## config.mk

```make
export PLATFORM = sky130hd
export DESIGN_NAME = signal_query_arbiter
export DESIGN_NICKNAME = d
export VERILOG_FILES = /design/src/rtl/signal_query_arbiter.sv
export SDC_FILE = /design/constraint.sdc
export NUM_CORES = 1
export LEC_CHECK = 0
export ABC_AREA = 0
export CAP_MARGIN = 5
export CORE_MARGIN = 5
export CORE_UTILIZATION = 47
export DETAILED_ROUTE_END_ITERATION = 8
export PLACE_DENSITY_LB_ADDON = 0.15
export SLEW_MARGIN = 10
export SYNTH_ARGS = -nofsm -noshare
export SYNTH_HDL_FRONTEND = slang
export SYNTH_SLANG_ARGS = --single-unit
```

## constraint.sdc

```tcl
create_clock -name clk -period 3.47 [get_ports clk]
set_input_delay 0.347 -clock clk [delete_from_list [all_inputs] [get_ports clk]]
set_output_delay 0.347 -clock clk [all_outputs]
set_load 0.01 [all_outputs]
```

## src/rtl/signal_query_arbiter.sv

```systemverilog
// Purpose : shares one signal-history lookup engine between NUM_REQ trackers;
//           round-robin grant, timestamp -> cycles-back conversion, timeout.
// Latency : accept at T, recalculate from T+1, response at D+1 (data_valid at D >= T+2),
//           or at T+TIMEOUT_CYCLES+2 on timeout; minimum issue interval 4 cycles.
// Backpr. : req_ready is offered only in IDLE; a requester holds req_valid until
//           it sees req_ready. There is no backpressure on the response strobe.
//
// Ports:
//   clk, rst_n        clock, synchronous active-low reset
//   counter           global signed cycle counter
//   req_valid/_time   per-requester level request and absolute search timestamp
//                     (requester i at req_time[32i+31:32i])
//   req_ready         one-hot acceptance, combinational, IDLE only
//   resp_valid        one-hot one-cycle response strobe
//   resp_data         engine result, or all ones on timeout
//   resp_timeout      qualifies resp_valid: the query was abandoned
//   busy, grant_id    arbiter status, current/last granted requester
//   eng_*             engine query port (value_in, recalculate, data_valid, result)

module signal_query_arbiter #(
    parameter int NUM_REQ        = 2,
    parameter int RESULT_WIDTH   = 32,
    parameter int TIMEOUT_CYCLES = 64
) (
    input  logic                        clk,
    input  logic                        rst_n,
    input  logic signed [31:0]          counter,
    input  logic [NUM_REQ-1:0]          req_valid,
    input  logic [NUM_REQ*32-1:0]       req_time,
    output logic [NUM_REQ-1:0]          req_ready,
    output logic [NUM_REQ-1:0]          resp_valid,
    output logic [RESULT_WIDTH-1:0]     resp_data,
    output logic                        resp_timeout,
    output logic                        busy,
    output logic [$clog2(NUM_REQ)-1:0]  grant_id,
    output logic [31:0]                 eng_value_in,
    output logic                        eng_recalculate,
    input  logic                        eng_data_valid,
    input  logic [RESULT_WIDTH-1:0]     eng_result
);

    localparam int GW  = $clog2(NUM_REQ);
    localparam int CW  = GW + 1;
    localparam int WCW = $clog2(TIMEOUT_CYCLES + 1);

    typedef enum logic [1:0] {
        S_IDLE    = 2'd0,
        S_ISSUE   = 2'd1,
        S_WAIT    = 2'd2,
        S_RESPOND = 2'd3
    } state_t;

    state_t                  state, state_nxt;
    logic [GW-1:0]           rr_ptr, rr_nxt;
    logic [GW-1:0]           grant_nxt;
    logic signed [31:0]      latched_time, ltime_nxt;
    logic [31:0]             value_q, value_nxt;
    logic [WCW-1:0]          wait_cnt, wait_nxt;
    logic [RESULT_WIDTH-1:0] rdata_nxt;
    logic                    rto_nxt;

    // Rotating-priority search results.
    logic                    win_found;
    logic [GW-1:0]           win_idx;
    logic [31:0]             win_time;
    logic [31:0]             req_time_arr [NUM_REQ];
    logic [CW-1:0]           cand;

    // Cycles-back value for the engine.
    logic signed [31:0]      diff;
    logic [31:0]             issue_value;
    logic [GW-1:0]           next_ptr;

    // ------------------------------------------------------------------
    // Round-robin search starting at rr_ptr, wrapping modulo NUM_REQ.
    // ------------------------------------------------------------------
    always_comb begin
        for (int i = 0; i < NUM_REQ; i++) begin
            req_time_arr[i] = req_time[i*32 +: 32];
        end
    end

    always_comb begin
        win_found = 1'b0;
        win_idx   = '0;
        cand      = '0;
        for (int off = 0; off < NUM_REQ; off++) begin
            cand = {1'b0, rr_ptr} + CW'(off);
            if (cand >= CW'(NUM_REQ)) begin
                cand = cand - CW'(NUM_REQ);
            end
            if (!win_found && req_valid[cand[GW-1:0]]) begin
                win_found = 1'b1;
                win_idx   = cand[GW-1:0];
            end
        end
    end

    assign win_time = req_time_arr[win_idx];

    // A timestamp in the future means "now": clamp negative distances to 0.
    assign diff        = counter - latched_time;
    assign issue_value = diff[31] ? 32'd0 : diff;

    assign next_ptr = (grant_id == GW'(NUM_REQ - 1)) ? '0 : grant_id + GW'(1);

    // ------------------------------------------------------------------
    // State register and datapath registers.
    // ------------------------------------------------------------------
    always_ff @(posedge clk) begin
        if (!rst_n) begin
            state        <= S_IDLE;
            rr_ptr       <= '0;
            grant_id     <= '0;
            latched_time <= '0;
            value_q      <= '0;
            wait_cnt     <= '0;
            resp_data    <= '0;
            resp_timeout <= 1'b0;
        end else begin
            state        <= state_nxt;
            rr_ptr       <= rr_nxt;
            grant_id     <= grant_nxt;
            latched_time <= ltime_nxt;
            value_q      <= value_nxt;
            wait_cnt     <= wait_nxt;
            resp_data    <= rdata_nxt;
            resp_timeout <= rto_nxt;
        end
    end

    // ------------------------------------------------------------------
    // Next-state and output logic.
    // ------------------------------------------------------------------
    always_comb begin
        state_nxt       = state;
        rr_nxt          = rr_ptr;
        grant_nxt       = grant_id;
        ltime_nxt       = latched_time;
        value_nxt       = value_q;
        wait_nxt        = wait_cnt;
        rdata_nxt       = resp_data;
        rto_nxt         = resp_timeout;
        req_ready       = '0;
        resp_valid      = '0;
        busy            = (state != S_IDLE);
        eng_recalculate = 1'b0;
        // Outside ISSUE the engine keeps seeing the value of the last query.
        eng_value_in    = value_q;

        case (state)
            S_IDLE: begin
                if (win_found) begin
                    req_ready[win_idx] = 1'b1;
                    grant_nxt          = win_idx;
                    ltime_nxt          = win_time;
                    state_nxt          = S_ISSUE;
                end
            end

            S_ISSUE: begin
                // The distance is driven straight through in ISSUE so the
                // engine sees it together with the first recalculate cycle;
                // it is also captured to hold it steady through WAIT.
                // eng_data_valid is deliberately not looked at here: it may
                // still belong to the previous query.
                eng_recalculate = 1'b1;
                eng_value_in    = issue_value;
                value_nxt       = issue_value;
                wait_nxt        = '0;
                state_nxt       = S_WAIT;
            end

            S_WAIT: begin
                eng_recalculate = 1'b1;
                wait_nxt        = wait_cnt + WCW'(1);
                if (eng_data_valid) begin
                    // A result arriving on the timeout cycle still wins.
                    rdata_nxt = eng_result;
                    rto_nxt   = 1'b0;
                    state_nxt = S_RESPOND;
                end else if (wait_cnt == WCW'(TIMEOUT_CYCLES - 1)) begin
                    // This is the TIMEOUT_CYCLES-th WAIT cycle.
                    rdata_nxt = '1;
                    rto_nxt   = 1'b1;
                    state_nxt = S_RESPOND;
                end
            end

            S_RESPOND: begin
                resp_valid[grant_id] = 1'b1;
                rr_nxt               = next_ptr;
                state_nxt            = S_IDLE;
            end

            default: begin
                state_nxt = S_IDLE;
            end
        endcase
    end

endmodule
```

-- After elaboration in Yosys (flattened, before gate mapping)
Cells that the tools add are included.
- bits in registers: 108
- bits in latches: 0
- memory bits (writable): 0
- ROM bits: 0
- input bits: 133
- output and inout port bits: 72
- word-level logic and storage cells: 75
- memories: 0
- $add $sub $neg: 6
- multiply operators: 0
- div/mod/pow operators: 0
- $lt $le $gt $ge: 9
- eq/ne operators: 6
- shift-type cells: 0
- muxes and demuxes: 33
- bitwise operators: 1
- reductions and logical operators: 12
- operators by type and width (operator ; number):
    $mux W32 ; 6
    $sub A32 B32 Y32 ; 1
    $mux W31 ; 1
    $mux W1 ; 16
    $pmux W7 S2 ; 1
    $mux W2 ; 6
    $lt A1 B2 Y1 const B ; 4
    $pmux W2 S4 ; 1
    $add A7 B1 Y7 const B ; 1
    $eq A7 B6 Y1 const B ; 1
    $reduce_and A2 Y1 ; 3
    $reduce_bool A2 Y1 ; 3
    $eq A2 B2 Y1 const B ; 2
    $ge A2 B2 Y1 const B ; 2
    $logic_and A1 B1 Y1 ; 3
    $ne A3 B3 Y1 const B ; 1
    $add A1 B1 Y2 const B ; 1
    $demux W1 S1 ; 2
    $eq A2 B1 Y1 const B ; 1
    $ge A1 B1 Y1 const B ; 2
    $ge A1 B2 Y1 const B ; 1
    $logic_not A2 Y1 ; 1
    $ne A2 B2 Y1 const B ; 1
    $not A1 Y2 ; 1
    4 further kinds ; 5

-- Longest topological paths before layout
- depth in word-level cells: 14
- depth in mapped cells: 12
- mapped depth without buffers: 11

-- Least setup slack after synthesis
Ideal clock, no wire load.
- path type: in2out
- start: input counter[0]
- end: output eng_value_in[30]
- arrival: 2.764 ns
- required time: 3.123 ns
- path slack: 0.359 ns
- cell stages on the path: 11
- buffers on the path: 0
- path through: inv_1 > ha_1 > fa_1 > and2b_1 > o2111ai_1 > a2111oi_0 > nand3b_1 > a21oi_1 > o31ai_1 > o22ai_1 > a211oi_1
- longest elaborated chain between the ends: 3
- ends and longest elaborated chain (element ; line ; text):
    start: declaration ; 27 ; input logic signed [31:0] counter,
    $sub A32 B32 Y32 ; 102 ; assign diff = counter - latched_time;
    $mux W31 ; 103 ; assign issue_value = diff[31] ? 32'd0 : diff;
    $mux W32 ; - ;
    end: declaration ; 36 ; output logic [31:0] eng_value_in,
No other way between the ends.

-- Worst setup path after layout
- start: register latched_time[0]
- end: output eng_value_in[28]
- longest elaborated chain between the ends: 3
- ends and longest elaborated chain (element ; line ; text):
    start: declaration ; 56 ; logic signed [31:0] latched_time, ltime_nxt;
    start signal: assignment ; 124 ; latched_time <= ltime_nxt;
    $sub A32 B32 Y32 ; 102 ;
    $mux W31 ; 103 ;
    $mux W32 ; - ;
No other way between the ends.

==> flow_summary_export.csv <==
group,metric,value,unit
yosys,synth_async_sr_flop_share,0,
clock_tree,cts_sinks,108,
sta,hold_viol_final,0,
critical_path,worstPathRequired,3.12,ns
yosys,synth_cells,721,
floorplan,io_pins,205,
critical_path,path_class,"reg -> out",
cells_and_area,fin_nets,1213,
yosys,syn_area_per_cell,8.72,um2
power,ir_worst_vdd,0.407,mV
floorplan,die_h,126,um
placed_design,preCtsSetupSlack,-0.850,ns
yosys,syn-cell-area,0.00628,mm2
cells_and_area,final_design_area_no_fill,0.00999,mm2
cells_and_area,final_util,0.758,
global_route,grt_antenna_before_repair,0,
power,powerDensity,724,mW/mm2
critical_path,cp_num_buf_inv,2,
clock_tree,cts_made_buffers,9,
yosys,synth_fp_nets,892,
clock_tree,worstSkewPairLatency,0.35,ns
clock_tree,cts_tree,"built",
critical_path,critPathMaxFanout,4,
placed_design,portBuffers,204,
placed_design,place_congestion,0.884,
sta,setup-violations-final,0,
placed_design,placedInstanceArea,0.00943,mm2
global_route,grt_pass1_wl,33900,um
cells_and_area,area_growth,59.0,%
clock_tree,cts-htree-levels,3,
route,num_vias,6717,
cells_and_area,drive_above_1_share,0.274,
global_route,grt_pass1_vias,6954,
route,via_per_inst,5.50,
floorplan,rows,42,
global_route,grt_use_total,0.258,
sta,fmax,292,MHz
outcome,outcome,"finished, final reports clean",
sta,skew,0.00639,ns
floorplan,die_area,0.0158,mm2
critical_path,end_kind,"output port",
floorplan,initial_utilization,0.476,
global_route,grt_overflow,0,
yosys,synth_ff_type,"dfxtp_1",
cells_and_area,n_antenna_cell,0,
clock_tree,path_clk_slew,0.07,ns
critical_path,timing.reg2reg.setup_slack,0.61,ns
min_path,holdCritPathClass,"reg -> reg",
sta,layout_setup_ws,0.0435,ns
clock_tree,cts_buffer_depth,2,
global_route,grt_max_degree,58,
placed_design,dp_hpwl,15800,um
sta,worst_pin_slew,1.14,ns
flow_run,cap_violations,0,
floorplan,die_w,126,um
sta,fin_crit,3.43,ns
sta,relSlewSlack,0.241,
critical_path,arrival,3.08,ns
sta,grt_setup_unrepaired,"true",
route,first_pass_iters,6,
route,routed_wl,20900,um
yosys,yosysWarnings,0,
route,drc,0,
critical_path,cp_top_family,"compound AO/OA/AOI/OAI gates",
critical_path,critPathLaunchType,"flop",
critical_path,crit_path_cell_trace,"ha_4 > fa_2 > and2b_2 > o2111ai_2 > buf_4 > a211oi_4 > o41a_1 > a21o_1 > a41o_1 > o41ai_4 > buf_2",
route,postRouteAntennaNets,0,
yosys,ys_ff_latch,108,
sta,drv_slew,0,
yosys,synth_cell_type_count,64,
route,drt_iter0_drc,393,
yosys,synth_enable_flop_cells,0,
clock_tree,root_buffer,"clkbuf_16",
route,wl_per_cell,17.1,um
sta,fin_crit_sh,0.987,
yosys,yosysSeqAreaShare,0.344,
critical_path,critical_path.slowest_cell,"o41ai_4",
power,p_leak,4.30,nW
floorplan,coreArea,0.0132,mm2
critical_path,critPathMaxStageDelay,0.38,ns
## what timing repair did
item                       in CTS  in global routing
buffers inserted                8                  6
resized for setup             141                 32
pin swaps                      25                 19
cloned                          1                  0
setup endpoints to repair      31                 30
hold buffers                    0                  0
## routing by layer
layer	track usage	part of all wire	vias to the layer above
li1	-	-	3260
met1	0.328	0.43	3168
met2	0.451	0.49	263
met3	0.0394	0.067	26
met4	0.0823	0.020	0
met5	0	0	-
## stage by stage
step / power, W / std cells / hold slack, ns / TNS, ns
after floorplan: 0.00391 / 721 / 0.448 / 0
after global placement: 0.00579 / 1194 / 0.456 / -11.93
after detailed placement: 0.00591 / 1194 / 0.461 / -13.73
after CTS: 0.00712 / 1218 / 0.471 / -0.260
after global routing: 0.00771 / 1222 / 0.492 / -0.136
final: 0.00724 / 1222 / 0.468 / 0
## cell usage after synthesis (2+ instances only)
| cell | count | area share |
|---|---|---|
| o21bai_1 | 6 | 0.0072 |
| o31ai_4 | 5 | 0.017 |
| a31oi_4 | 2 | 0.0068 |
| buf_1 | 3 | 0.0018 |
| xor2_1 | 15 | 0.021 |
| ha_1 | 37 | 0.074 |
| dfxtp_1 | 108 | 0.34 |
| a21o_1 | 8 | 0.0096 |
| and2_1 | 23 | 0.023 |
| a21oi_1 | 49 | 0.039 |
| a211oi_1 | 30 | 0.036 |
| o21ai_0 | 23 | 0.018 |
| o21a_1 | 4 | 0.0048 |
| o2bb2ai_2 | 2 | 0.0048 |
| nand4_1 | 9 | 0.0090 |
| o221a_2 | 34 | 0.061 |
| buf_2 | 2 | 0.0016 |
| nand2_1 | 62 | 0.037 |
| mux2i_1 | 25 | 0.040 |
| inv_1 | 46 | 0.027 |
| and3_1 | 2 | 0.0020 |
| nand3_1 | 11 | 0.0088 |
| nor3_1 | 16 | 0.013 |
| nor2b_1 | 10 | 0.010 |
| nand3b_1 | 2 | 0.0024 |
| nor2_1 | 63 | 0.038 |
| a222oi_1 | 8 | 0.013 |
| clkbuf_1 | 37 | 0.022 |
| a22o_1 | 5 | 0.0070 |
| a21boi_0 | 5 | 0.0060 |
| o211ai_1 | 5 | 0.0060 |
| o31ai_1 | 7 | 0.0084 |
| nand2b_1 | 4 | 0.0040 |
| o2bb2ai_1 | 2 | 0.0028 |
| xnor2_1 | 13 | 0.018 |
| a31o_2 | 4 | 0.0056 |
| o21ai_1 | 2 | 0.0016 |
| or3_1 | 6 | 0.0060 |
## state kept, by name, indices dropped and copies added, names as in the netlist
register	cells
wait_cnt	7
grant_id	1
rr_ptr	1
state	2
resp_timeout	1
resp_data	32
value_q	32
latched_time	32
## cell type report
cell class,count,area [um2]
Clock buffer,10,229
Clock inverter,5,82.6
Fill cell,972,3200
Inverter,46,173
Multi-Input combinational cell,523,4040
Sequential cell,108,2170
Tap cell,176,220
Timing Repair Buffer,354,3080
## worst paths after layout
kind,endpoint,startpoint,depth (start not counted)
worst max register to register,value_q[30]$_SDFF_PN0_,latched_time[4]$_SDFFE_PN0P_,13
worst min register to register,value_q[13]$_SDFF_PN0_,value_q[13]$_SDFF_PN0_,2
worst min-delay path,value_q[13]$_SDFF_PN0_,value_q[13]$_SDFF_PN0_,2
worst max-delay path,eng_value_in[28],latched_time[0]$_SDFFE_PN0P_,11
## power by group
part | internal (W) | total (W) | switching [W] | leakage (nW)
clock network | 0.000634 | 0.00112 | 0.000483 | 0.153
logic | 0.00215 | 0.00445 | 0.00230 | 3.26
registers | 0.00153 | 0.00167 | 0.000138 | 0.884
## cells by family (layout without fill, tap and decap cells)
group	count (synthesis)	in the layout	synth area share
AOI/OAI and AO/OA	217	217	0.280
and+or+nand+nor	213	213	0.159
DFF	108	108	0.344
buffers and inverters	90	415	0.0559
adders and majority gates	38	38	0.0768
xor gates and xnor gates	30	30	0.0442
muxes	25	25	0.0398
## layout by cell type, fill, tap and decap left out, types with 7 or more instances in the layout
master             n
a211oi_1          26
a21o_1             8
a21oi_1           42
a222oi_1           8
and2_1            23
buf_2             23
buf_4            146
clkbuf_16          9
clkdlybuf4s50_1  168
dfxtp_1          104
dlygate4sd2_1      7
ha_1              33
inv_1             43
mux2i_1           25
nand2_1           62
nand3_1           11
nand4_1            9
nor2_1            61
nor2b_1            9
nor3_1            15
o21ai_0           19
o221a_2           34
xnor2_1           12
xor2_1            13
## worst register-to-register path, stage by stage (launching register included)
cell	delay (ns)
dfxtp_2	0.34
inv_2	0.04
ha_4	0.23
a21o_1	0.19
or3_4	0.35
o21ai_4	0.19
a31oi_4	0.15
a31oi_4	0.27
buf_6	0.15
xor2_4	0.21
buf_6	0.13
nor2_2	0.05
buf_4	0.19
a2111oi_2	0.27
Power figures use the tool's default switching activity.
